$ cat src/rtl/adder_pkg.sv
// rtl/adder_pkg.sv - shared types and helpers for the chunked serial adder
package adder_pkg;

    // Controller states: accept operands, add one chunk per cycle, hold result.
    typedef enum logic [1:0] {
        ST_IDLE = 2'd0,
        ST_RUN  = 2'd1,
        ST_DONE = 2'd2
    } state_e;

    // Number of CHUNK-bit slices in a WIDTH-bit operand.
    function automatic int nchunk_f(input int width, input int chunk);
        return width / chunk;
    endfunction

    // Chunk index width; a single-chunk datapath still gets a 1-bit index.
    function automatic int idx_width_f(input int nchunk);
        return (nchunk > 1) ? $clog2(nchunk) : 1;
    endfunction

    // One full-adder cell: returns {carry_out, sum}.
    function automatic logic [1:0] full_add(input logic a, input logic b, input logic c);
        return {(a & b) | (c & (a ^ b)), a ^ b ^ c};
    endfunction

endpackage

$ cat src/rtl/chunk_adder.sv
// rtl/chunk_adder.sv - combinational W-bit ripple adder built from full-adder cells
//
// Ports:
//   a_i, b_i    - W-bit addends
//   cin_i       - carry into bit 0
//   s_o         - W-bit sum
//   cout_o      - carry out of bit W-1
//   c_msb_in_o  - carry into bit W-1 (used for signed-overflow detection)
module chunk_adder
    import adder_pkg::*;
#(
    parameter int W = 4
) (
    input  logic [W-1:0] a_i,
    input  logic [W-1:0] b_i,
    input  logic         cin_i,
    output logic [W-1:0] s_o,
    output logic         cout_o,
    output logic         c_msb_in_o
);

    // carry_v[i] is the carry into bit i; carry_v[W] is the carry out.
    logic [W:0] carry_v;

    always_comb begin
        carry_v    = '0;
        s_o        = '0;
        carry_v[0] = cin_i;
        for (int i = 0; i < W; i++) begin
            {carry_v[i+1], s_o[i]} = full_add(a_i[i], b_i[i], carry_v[i]);
        end
    end

    assign cout_o     = carry_v[W];
    assign c_msb_in_o = carry_v[W-1];

endmodule

$ cat src/rtl/chunked_serial_adder.sv
// rtl/chunked_serial_adder.sv - multi-cycle add/subtract unit, CHUNK bits per clock
//
// Ports:
//   clock, reset_n       - rising-edge clock, asynchronous active-low reset
//   in_valid / in_ready  - operand handshake (in_ready high only in IDLE)
//   a, b, cin, sub       - operands; sub=1 computes a - b - cin
//   out_valid / out_ready- result handshake (out_valid high only in DONE)
//   s, cout, ovf         - result, carry-out (NOT-borrow when subtracting),
//                          two's-complement overflow
module chunked_serial_adder
    import adder_pkg::*;
#(
    parameter int WIDTH = 32,
    parameter int CHUNK = 4
) (
    input  logic             clock,
    input  logic             reset_n,
    input  logic             in_valid,
    output logic             in_ready,
    input  logic [WIDTH-1:0] a,
    input  logic [WIDTH-1:0] b,
    input  logic             cin,
    input  logic             sub,
    output logic             out_valid,
    input  logic             out_ready,
    output logic [WIDTH-1:0] s,
    output logic             cout,
    output logic             ovf
);

    localparam int NCHUNK = nchunk_f(WIDTH, CHUNK);
    localparam int IDXW   = idx_width_f(NCHUNK);
    localparam logic [IDXW-1:0] LAST_IDX = IDXW'(NCHUNK - 1);

    generate
        if ((WIDTH % CHUNK) != 0 || CHUNK > WIDTH) begin : g_param_check
            $error("chunked_serial_adder: WIDTH must be a non-zero multiple of CHUNK");
        end
    endgenerate

    state_e            state_q, state_d;
    logic [WIDTH-1:0]  a_q, a_d;
    logic [WIDTH-1:0]  b_q, b_d;       // b already inverted for subtraction
    logic              carry_q, carry_d;
    logic [IDXW-1:0]   idx_q, idx_d;
    logic [WIDTH-1:0]  s_q, s_d;
    logic              cout_q, cout_d;
    logic              ovf_q, ovf_d;

    logic [CHUNK-1:0]  a_chunk;
    logic [CHUNK-1:0]  b_chunk;
    logic [CHUNK-1:0]  sum_chunk;
    logic              chunk_cout;
    logic              chunk_c_msb;

    // Select the operand slice addressed by the chunk index.
    always_comb begin
        a_chunk = '0;
        b_chunk = '0;
        for (int k = 0; k < NCHUNK; k++) begin
            if (idx_q == IDXW'(k)) begin
                a_chunk = a_q[k*CHUNK +: CHUNK];
                b_chunk = b_q[k*CHUNK +: CHUNK];
            end
        end
    end

    chunk_adder #(
        .W (CHUNK)
    ) u_chunk_adder (
        .a_i        (a_chunk),
        .b_i        (b_chunk),
        .cin_i      (carry_q),
        .s_o        (sum_chunk),
        .cout_o     (chunk_cout),
        .c_msb_in_o (chunk_c_msb)
    );

    always_comb begin
        state_d = state_q;
        a_d     = a_q;
        b_d     = b_q;
        carry_d = carry_q;
        idx_d   = idx_q;
        s_d     = s_q;
        cout_d  = cout_q;
        ovf_d   = ovf_q;

        unique case (state_q)
            ST_IDLE: begin
                if (in_valid) begin
                    // Subtraction as a + ~b + 1; a borrow-in cancels that +1.
                    a_d     = a;
                    b_d     = sub ? ~b : b;
                    carry_d = cin ^ sub;
                    idx_d   = '0;
                    state_d = ST_RUN;
                end
            end
            ST_RUN: begin
                for (int k = 0; k < NCHUNK; k++) begin
                    if (idx_q == IDXW'(k)) begin
                        s_d[k*CHUNK +: CHUNK] = sum_chunk;
                    end
                end
                carry_d = chunk_cout;
                idx_d   = idx_q + 1'b1;
                if (idx_q == LAST_IDX) begin
                    // The last chunk holds the MSB, so its carries give the flags.
                    cout_d  = chunk_cout;
                    ovf_d   = chunk_c_msb ^ chunk_cout;
                    idx_d   = '0;
                    state_d = ST_DONE;
                end
            end
            ST_DONE: begin
                if (out_ready) begin
                    state_d = ST_IDLE;
                end
            end
            default: begin
                state_d = ST_IDLE;
            end
        endcase
    end

    always_ff @(posedge clock or negedge reset_n) begin
        if (!reset_n) begin
            state_q <= ST_IDLE;
            a_q     <= '0;
            b_q     <= '0;
            carry_q <= 1'b0;
            idx_q   <= '0;
            s_q     <= '0;
            cout_q  <= 1'b0;
            ovf_q   <= 1'b0;
        end else begin
            state_q <= state_d;
            a_q     <= a_d;
            b_q     <= b_d;
            carry_q <= carry_d;
            idx_q   <= idx_d;
            s_q     <= s_d;
            cout_q  <= cout_d;
            ovf_q   <= ovf_d;
        end
    end

    assign in_ready  = (state_q == ST_IDLE);
    assign out_valid = (state_q == ST_DONE);
    assign s         = s_q;
    assign cout      = cout_q;
    assign ovf       = ovf_q;

endmodule

$ cat config.mk
export PLATFORM = sky130hd
export DESIGN_NAME = chunked_serial_adder
export DESIGN_NICKNAME = d
export VERILOG_FILES = /design/src/rtl/adder_pkg.sv /design/src/rtl/chunk_adder.sv /design/src/rtl/chunked_serial_adder.sv
export SDC_FILE = /design/constraint.sdc
export NUM_CORES = 1
export LEC_CHECK = 0
export ABC_AREA = 1
export BUFFER_PORTS_ARGS = -buffer_cell sky130_fd_sc_hd__buf_4
export CAP_MARGIN = 20
export CORE_AREA = 4 4 106 108
export DETAILED_ROUTE_END_ITERATION = 8
export DIE_AREA = 0 0 110 112
export GPL_TIMING_DRIVEN = 0
export PLACE_DENSITY_LB_ADDON = 0.08
export SKIP_LAST_GASP = 1
export SLEW_MARGIN = 20
export SYNTH_ARGS = -nofsm -noshare
export SYNTH_HDL_FRONTEND = slang
export SYNTH_SLANG_ARGS = --single-unit
export TNS_END_PERCENT = 1
$ cat constraint.sdc
create_clock -name clock -period 3.9 [get_ports clock]
set_input_delay 0.195 -clock clock [delete_from_list [all_inputs] [get_ports clock]]
set_output_delay 0.195 -clock clock [all_outputs]
set_load 0.01 [all_outputs]
==> impl_metrics.py, run 1 <==
metrics = {
    "timing": {
        "setup_viol": 0,
        "min_period_ns": 3.59,
        "slew_violations": 0,
        "finalSetupTns_ns": 0,
        "period_share": 0.921,
        "rsz0062_at_grt": "no",
        "finClkSkew_ns": 0.0147,
        "max_slew_margin": 0.392,
        "max_freq_mhz": 279,
        "tightest_slew_ns": 0.912,
        "hold_violations": 0,
    },
    "yosys": {
        "synth-seq-area-share": 0.514,
        "synth_top_area_share": 0.514,
        "synthesis.area_mm2": 0.00507,
        "yosysMostFrequentCell": "nand2_1",
        "synth-main-ff-cell": "dfrtp_1",
        "netlist_instances": 620,
        "synth_seq_cells": 104,
        "syn_nets": 700,
        "ys_async_sr_fraction": 1.00,
        "synth_top_area_cell": "dfrtp_1",
        "synth.distinct_cells": 29,
        "synthTopCellsByArea": "dfrtp_1 (51%), nand2_1 (19%), o21ai_0 (6.4%)",
        "syn_avg_cell_area_um2": 8.17,
        "synth-edff-count": 0,
        "synth_common_cells": "nand2_1 (251), dfrtp_1 (104), o21ai_0 (65)",
        "yosysWarnings": 0,
    },
    "placement": {
        "numPortBuffers": 104,
        "placedCellCount": 860,
        "dp_hpwl_um": 8980,
        "place_congestion": 0.827,
    },
    "clocking": {
        "clock_path_buffers": 2,
        "clk_pin_slew_worst_paths_ns": 0.10,
        "cts_buffers": 9,
        "cts_sinks": 104,
        "cts_tree": "built",
        "clockRootBuffer": "clkbuf_8",
        "clk-insertion-delay-late_ns": 0.37,
        "cts_max_level": 3,
    },
    "power": {
        "cellPowerDensity_mw_per_mm2": 847,
        "p_leak_nw": 3.30,
        "p_switching_mw": 2.40,
        "pwr-share-seq": 0.352,
        "combinationalPowerShare": 0.519,
        "p_clk_frac": 0.129,
        "vdd_ir_drop_max_mv": 0.562,
        "switching_share": 0.452,
        "intPower_mw": 2.92,
    },
    "worst_setup_path": {
        "max_stage_delay_ns": 0.45,
        "cp_max_fo": 10,
        "crit_required_ns": 4.15,
        "cp_slowest_cell": "dfrtp_1",
        "path_class": "reg -> reg",
        "path_cells": "ha_1 > ha_2 > inv_1 > buf_2 > nand3_1 > nand2_1 > nand2_1 > nand2_1 > a21boi_1 > fa_1 > inv_1 > fa_1 > inv_1 > fa_1 > inv_1 > fa_1 > inv_2 > o21ai_0",
        "crit_path_start_kind": "register",
        "cp.arrival_ns": 3.84,
        "endpoint_kind": "register",
    },
    "drt": {
        "wire_per_inst_um": 13.4,
        "routed_wirelength_um": 11800,
        "routed_via_density": 4.79,
        "drc_errors": 0,
        "vias": 4221,
        "drt_iter0_markers": 186,
        "first_pass_iters": 5,
        "ant_nets": 0,
    },
    "global_route": {
        "grtUsageTotal": 0.204,
        "antenna_found_initial": 0,
        "overflow": 0,
        "grt_start_max_net_pins": 105,
        "grt_pass1_wl_um": 20000,
        "grt_pass1_vias": 4197,
    },
    "finish": {
        "finalNonFillerCells": 881,
        "drive_gt1_frac": 0.213,
        "multi_input_area_mm2": 0.00216,
        "ff_latch_area_mm2": 0.00260,
        "nFillCells": 948,
        "final_nets": 820,
        "num_antenna_cells": 0,
        "area_growth_pct": 24.0,
    },
    "floorplanning": {
        "die_w_um": 110,
        "start_util": 0.495,
        "fp-row-count": 37,
        "core_mm2": 0.0102,
        "die-area_mm2": 0.0123,
        "fp.dieH_um": 112,
        "pin_count": 106,
    },
    "worst_hold_path": {
        "hold_path_class": "in -> reg",
    },
    "run_status": {
        "status": "finished, final reports clean",
    },
    "job": {
        "max_cap_viol_count": 0,
    },
}
[registers in the layout, indices dropped and copies added, names as in the netlist]
signal	count
s	32
b_q	32
idx_q	3
state_q	2
carry_q	1
cout	1
a_q	32
ovf	1
[cell families after synthesis]
kind of cell	Yosys count	share of synthesized area
AND/OR/NAND/NOR	327	0.258
AO/OA/AOI/OAI	77	0.0795
adder cells (fa/ha/maj)	10	0.0306
XOR/XNOR	34	0.0588
buffers and inverters	68	0.0595
flip-flops	104	0.514
[critical path, delay by kind of cell, from the launching register on]
kind / cells / cell delay [ns]
AOI/OAI and AO/OA: 2 / 0.18
and+or+nand+nor: 4 / 0.30
DFF: 1 / 0.45
buffers and inverters: 6 / 0.68
adders and majority gates: 6 / 1.84
[cell usage in the layout (no fill, tap or decap), types with 3 or more instances in the layout]
| cell | instances |
|---|---|
| inv_1 | 37 |
| nor2_1 | 31 |
| clkbuf_8 | 9 |
| buf_4 | 107 |
| inv_2 | 6 |
| fa_1 | 4 |
| buf_6 | 3 |
| dfrtp_1 | 104 |
| or2_2 | 4 |
| o21ai_1 | 3 |
| buf_2 | 13 |
| nand3_1 | 31 |
| xnor2_1 | 33 |
| nand2_1 | 251 |
| clkbuf_1 | 6 |
| nand2_2 | 4 |
| o21ai_0 | 65 |
| ha_1 | 5 |
[final timing paths]
path | startpoint | cells after the start | slack, ns | endpoint
min | a[24] | 3 | 0.01 | a_q[24]
max reg2reg | idx_q[0] | 18 | 0.31 | s[3]
min in group asynchronous | reset_n | 2 | 0.51 | a_q[7]
max | idx_q[0] | 18 | 0.31 | s[3]
max in group asynchronous | reset_n | 2 | 2.80 | b_q[22]
min reg2reg | a_q[8] | 2 | 0.49 | a_q[8]
[routing by layer]
metal | wire [um] | global-route usage | vias to the layer above | share of wire
met2 | 5540 | 0.322 | 90 | 0.47
met4 | 182 | 0.0740 | 0 | 0.015
met5 | 0 | 0 | - | 0
met3 | 587 | 0.0290 | 15 | 0.050
met1 | 5520 | 0.287 | 1941 | 0.47
li1 | - | - | 2175 | -
[area by class of cell]
type	instances	area share
flip-flops and latches	104	0.414
multi-input cells	448	0.345
repair buffers	109	0.134
well taps	136	0.0271
inverters	43	0.0257
plain buffers	25	0.0223
clock buffers	9	0.0197
clock inverters	7	0.0124
[power groups by stage]
stage / logic, mW / clock network, mW / registers, mW
after floorplan: 1.68 / 0 / 1.88
after global placement: 2.68 / 0 / 1.88
after detailed placement: 2.75 / 0 / 1.89
after CTS: 2.75 / 0.698 / 1.87
after global routing: 3.20 / 0.741 / 1.93
final: 2.76 / 0.686 / 1.87
[repair_timing]
action                     in CTS  in global routing
gates resized for setup         0                  2
setup endpoints to repair       0                  8
hold endpoints to repair      105                  0
buffers inserted                0                  3
hold buffers                    2                  0
[stage by stage]
step | setup slack [ns] | cell area (um2) | util | hold slack, ns | power, mW
global placement | 0.241 | 6020 | 0.588 | 0.382 | 4.56
detailed placement | 0.156 | 6020 | 0.588 | 0.378 | 4.64
global route | 0.0479 | 6280 | 0.614 | 0.000360 | 5.87
floorplan | 0.691 | 5070 | - | -0.101 | 3.57
finish | 0.310 | 6280 | 0.614 | 0.0106 | 5.32
CTS | 0.153 | 6240 | 0.610 | 0.00440 | 5.33
Power figures use the tool's default switching activity.
==> inputs of run 2 (changes only) <==
--- a/config.mk
+++ b/config.mk
@@ -12,6 +12,7 @@
 export DETAILED_ROUTE_END_ITERATION = 8
 export DIE_AREA = 0 0 110 112
 export GPL_TIMING_DRIVEN = 0
+export MAX_ROUTING_LAYER = met4
 export PLACE_DENSITY_LB_ADDON = 0.08
 export SKIP_LAST_GASP = 1
 export SLEW_MARGIN = 20
==> impl_metrics.py, run 2 (synthesis results as in run 1) <==
metrics = {
    "floorplanning": {
        "fp.dieH_um": 112,
        "die-area_mm2": 0.0123,
        "fp-row-count": 37,
        "start_util": 0.495,
        "die_w_um": 110,
        "pin_count": 106,
        "core_mm2": 0.0102,
    },
    "worst_setup_path": {
        "crit_path_start_kind": "register",
        "r2r-end": "s[3]",
        "crit_required_ns": 4.15,
        "crit_start": "idx_q[0]",
        "endpoint": "s[3]",
        "endpoint_kind": "register",
        "reg2regPathDepth": 18,
        "cp_max_fo": 10,
        "cp.arrival_ns": 3.84,
        "r2r_start": "idx_q[0]",
        "reg2reg_slack_ns": 0.32,
        "path_class": "reg -> reg",
    },
    "power": {
        "vdd_ir_drop_max_mv": 0.572,
        "p_leak_nw": 3.30,
        "cellPowerDensity_mw_per_mm2": 849,
    },
    "finish": {
        "num_antenna_cells": 0,
        "multi_input_area_mm2": 0.00216,
        "layout_common_cells": "nand2_1 (251), buf_4 (107), dfrtp_1 (104), o21ai_0 (65), inv_1 (37)",
        "ff_latch_area_mm2": 0.00260,
        "area_growth_pct": 24.2,
        "final_nets": 821,
        "nFillCells": 948,
        "drive_gt1_frac": 0.213,
        "layout_commonest_cell": "nand2_1",
    },
    "clocking": {
        "cts_tree": "built",
        "cts_sinks": 104,
        "clk-insertion-delay-late_ns": 0.37,
        "cts_max_level": 3,
        "clockRootBuffer": "clkbuf_8",
        "clk_pin_slew_worst_paths_ns": 0.11,
        "clock_path_buffers": 2,
        "cts_buffers": 9,
    },
    "placement": {
        "place_congestion": 0.839,
        "dp_hpwl_um": 8980,
        "numPortBuffers": 104,
    },
    "timing": {
        "tightest_slew_ns": 0.901,
        "rsz0062_at_grt": "no",
        "max_freq_mhz": 279,
        "hold_violations": 0,
        "setup_viol": 0,
        "min_period_ns": 3.58,
        "slew_violations": 0,
        "period_share": 0.919,
        "finClkSkew_ns": 0.0142,
        "holdWs_ns": 0.00925,
        "finalSetupTns_ns": 0,
        "max_slew_margin": 0.399,
    },
    "global_route": {
        "grt_pass1_wl_um": 20100,
        "overflow": 0,
        "grt_start_max_net_pins": 105,
        "grtUsageTotal": 0.211,
        "grt_pass1_vias": 4197,
        "antenna_found_initial": 0,
    },
    "drt": {
        "ant_nets": 0,
        "drc_errors": 0,
        "routed_wirelength_um": 11900,
        "first_pass_iters": 4,
        "drt_iter0_markers": 210,
        "wire_per_inst_um": 13.5,
        "routed_via_density": 4.80,
        "vias": 4238,
    },
    "job": {
        "max_cap_viol_count": 0,
    },
    "worst_hold_path": {
        "hold_path_class": "in -> reg",
    },
    "run_status": {
        "status": "finished, final reports clean",
    },
}
-- run 2: how the worst min path moves through the flow --
stage               startpoint    endpoint  slack (ns)  depth (start not counted)
CTS                      a[24]     a_q[24]       0.004                          3
global placement     out_ready  state_q[1]        0.38                          2
detailed placement     reset_n      a_q[7]        0.38                          1
finish                   a[25]     a_q[25]       0.009                          3
global route             a[26]     a_q[26]       0.007                          3
floorplan              reset_n      a_q[0]       -0.10                          0
-- run 2: per-layer routing --
layer  GRT usage  up-vias  share of wire
li1            -     2173              -
met1       0.289     1945           0.47
met2       0.321      102           0.46
met3      0.0272       18          0.050
met4      0.0740        0          0.020
met5           -        -              0
-- run 2: critical path: stages (launching register included) --
cell	delay, ns
dfrtp_1	0.45
ha_1	0.25
ha_2	0.24
inv_1	0.10
buf_2	0.22
nand3_1	0.11
nand2_1	0.07
nand2_1	0.05
nand2_1	0.07
a21boi_1	0.08
fa_1	0.38
inv_1	0.08
fa_1	0.16
inv_1	0.05
fa_1	0.39
inv_1	0.09
fa_1	0.42
inv_2	0.13
o21ai_0	0.10
-- run 2: per-stage QoR --
| step | worst slack (ns) | instance area, um2 | power [mW] | util | std cells |
|---|---|---|---|---|---|
| CTS | 0.153 | 6240 | 5.33 | 0.610 | 878 |
| detailed placement | 0.156 | 6020 | 4.64 | 0.588 | 860 |
| global placement | 0.241 | 6020 | 4.56 | 0.588 | 860 |
| floorplan | 0.691 | 5070 | 3.57 | - | 620 |
| global route | 0.0478 | 6290 | 5.88 | 0.615 | 882 |
| finish | 0.316 | 6290 | 5.34 | 0.615 | 882 |
-- run 2: power breakdown --
| part | internal (mW) | switching [mW] |
|---|---|---|
| Clock | 0.303 | 0.387 |
| Sequential | 1.58 | 0.292 |
| Combinational | 1.04 | 1.74 |
| Total | 2.92 | 2.42 |
-- run 2: layout make-up --
cell class,count,share of cell area
clock inverter,7,0.0123
inverter,43,0.0257
tap,136,0.0271
multi-input combinational,448,0.344
timing repair buffer,110,0.135
sequential,104,0.414
clock buffer,9,0.0197
buffer,25,0.0223
-- run 2: repair_timing --
item / in CTS / in global routing
hold buffers: 2 / 1
setup buffers: 0 / 3
resized for setup: 0 / 2
setup endpoints to repair: 0 / 8
hold endpoints to repair: 105 / 1
==> inputs of run 3 (changes only) <==
--- a/config.mk
+++ b/config.mk
@@ -14,6 +14,7 @@
 export GPL_TIMING_DRIVEN = 0
 export MAX_ROUTING_LAYER = met4
 export PLACE_DENSITY_LB_ADDON = 0.08
+export REMOVE_ABC_BUFFERS = 1
 export SKIP_LAST_GASP = 1
 export SLEW_MARGIN = 20
 export SYNTH_ARGS = -nofsm -noshare
==> impl_metrics.py, run 3 (synthesis results as in run 1) <==
metrics = {
    "finish": {
        "finalNonFillerCells": 861,
        "area_growth_pct": 22.5,
        "num_antenna_cells": 0,
        "drive_gt1_frac": 0.203,
        "layout_common_cells": "nand2_1 (251), buf_4 (111), dfrtp_1 (103), o21ai_0 (65), inv_1 (34)",
        "post-route-util": 0.607,
        "final_area_mm2": 0.00621,
        "nFillCells": 965,
        "layout_commonest_cell": "nand2_1",
        "final_nets": 801,
    },
    "worst_setup_path": {
        "endpoint_kind": "register",
        "crit_required_ns": 4.14,
        "reg2reg_slack_ns": 0.29,
        "r2r_start": "idx_q[0]",
        "crit_path_start_kind": "register",
        "cp_max_fo": 11,
        "cp.arrival_ns": 3.85,
        "reg2regPathDepth": 20,
        "path_class": "reg -> reg",
        "r2r-end": "s[15]",
    },
    "clocking": {
        "clk_pin_slew_worst_paths_ns": 0.09,
        "cts_buffers": 9,
        "clockRootBuffer": "clkbuf_8",
        "cts_tree": "built",
        "cts_max_level": 3,
        "clk-insertion-delay-late_ns": 0.36,
        "clock_path_buffers": 2,
        "cts_sinks": 104,
    },
    "drt": {
        "ant_nets": 0,
        "routed_wirelength_um": 11400,
        "drc_errors": 0,
        "drt_iter0_markers": 250,
        "routed_via_density": 4.74,
        "wire_per_inst_um": 13.3,
        "vias": 4083,
        "first_pass_iters": 4,
    },
    "timing": {
        "hold_violations": 0,
        "setup_ws_ns": 0.286,
        "max_slew_margin": 0.349,
        "period_share": 0.927,
        "rsz0062_at_grt": "no",
        "min_period_ns": 3.61,
        "slew_violations": 0,
        "max_freq_mhz": 277,
        "tightest_slew_ns": 0.977,
        "setup_viol": 0,
        "finClkSkew_ns": 0.0108,
    },
    "power": {
        "pwr-share-seq": 0.353,
        "vdd_ir_drop_max_mv": 0.495,
        "p_leak_nw": 3.25,
        "combinationalPowerShare": 0.514,
        "p_total_mw": 5.31,
        "switching_share": 0.445,
        "cellPowerDensity_mw_per_mm2": 855,
        "p_clk_frac": 0.133,
        "intPower_mw": 2.95,
        "p_switching_mw": 2.36,
    },
    "placement": {
        "numPortBuffers": 105,
        "dp_slack_ns": -0.205,
        "place_area_mm2": 0.00592,
        "place_congestion": 0.781,
        "placedCellCount": 837,
        "dp_hpwl_um": 8100,
    },
    "global_route": {
        "grt_pass1_vias": 3992,
        "grt_pass1_wl_um": 19100,
        "overflow": 0,
        "antenna_found_initial": 0,
        "grt_start_max_net_pins": 105,
        "grtUsageTotal": 0.200,
    },
    "floorplanning": {
        "start_util": 0.495,
        "fp-row-count": 37,
        "pin_count": 106,
        "die-area_mm2": 0.0123,
        "core_mm2": 0.0102,
        "fp.dieH_um": 112,
        "die_w_um": 110,
    },
    "worst_hold_path": {
        "hold_start": "a[12]",
        "hold_path_class": "in -> reg",
        "holdPathEnd": "a_q[12]",
        "min_path_cells": 3,
    },
    "run_status": {
        "status": "finished, final reports clean",
    },
    "job": {
        "max_cap_viol_count": 0,
    },
}
run 3: cell count changes in the layout (fill, tap and decap cells not counted), moves of 2 or more:
| cell | before | now |
|---|---|---|
| inv_2 | 6 | 9 |
| clkbuf_4 | 2 | 0 |
| inv_1 | 37 | 34 |
| buf_2 | 13 | 0 |
| buf_4 | 107 | 111 |
| inv_6 | 2 | 0 |
| buf_6 | 3 | 1 |
| clkbuf_1 | 6 | 2 |
| clkinv_4 | 2 | 0 |
run 3: layout make-up:
| type | count | area (um2) | share of cell area |
|---|---|---|---|
| clock inverters | 4 | 70.1 | 0.0113 |
| flip-flops and latches | 104 | 2600 | 0.419 |
| clock buffers | 11 | 131 | 0.0212 |
| repair buffers | 115 | 892 | 0.144 |
| well taps | 136 | 170 | 0.0274 |
| multi-input cells | 448 | 2180 | 0.351 |
| inverters | 43 | 161 | 0.0260 |
run 3: layer usage:
layer / vias to the layer above / global-route usage / part of all wire
met4: 0 / 0.0565 / 0.013
met5: - / - / 0
met3: 13 / 0.0243 / 0.046
li1: 2127 / - / -
met2: 79 / 0.311 / 0.48
met1: 1864 / 0.275 / 0.46
run 3: worst max path at each step:
stage / depth (start not counted) / to / slack [ns] / start
6_report: 20 / s[15] / 0.29 / idx_q[0]
2_1_floorplan: 18 / s[19] / 0.52 / idx_q[2]
3_5_place_dp: 18 / s[19] / -0.20 / idx_q[2]
5_1_grt: 20 / s[19] / 0.02 / idx_q[0]
4_1_cts: 18 / s[15] / 0.06 / idx_q[2]
3_3_place_gp: 18 / s[23] / -0.12 / idx_q[2]
run 3: through the flow:
step | TNS, ns | hold slack, ns
after floorplan | 0 | -0.101
after global placement | -0.958 | 0.376
after detailed placement | -1.51 | 0.386
after CTS | 0 | 0.0117
after global routing | 0 | 0.0148
final | 0 | 0.0241
run 3: repair_timing:
action,CTS,global route
endpoints found under the setup margin,8,8
resized for setup,3,4
pin swaps,0,1
hold buffers,2,0
hold endpoints to repair,23,0
setup buffers,0,7
run 3: power by group through the flow:
| stage | clock network [mW] | registers, mW | logic [mW] |
|---|---|---|---|
| 2_1_floorplan | 0 | 1.90 | 1.60 |
| 3_3_place_gp | 0 | 1.89 | 2.59 |
| 3_5_place_dp | 0 | 1.90 | 2.67 |
| 4_1_cts | 0.728 | 1.89 | 2.69 |
| 5_1_grt | 0.773 | 1.93 | 3.14 |
| 6_report | 0.709 | 1.87 | 2.73 |
run 3: worst max-delay path: stages (launching register included):
cell and delay [ns]:
dfrtp_1 0.43, inv_1 0.14, ha_4 0.22, inv_1 0.07, nor2_2 0.23, nand3_1 0.11, nand3_1 0.08, nand3_1 0.07
nand2_1 0.07, nand2_1 0.06, nand2_1 0.06, a21boi_1 0.10, fa_1 0.39, inv_1 0.07, fa_1 0.15, inv_1 0.05
fa_1 0.40, inv_1 0.08, fa_1 0.42, inv_2 0.17, o21ai_0 0.12
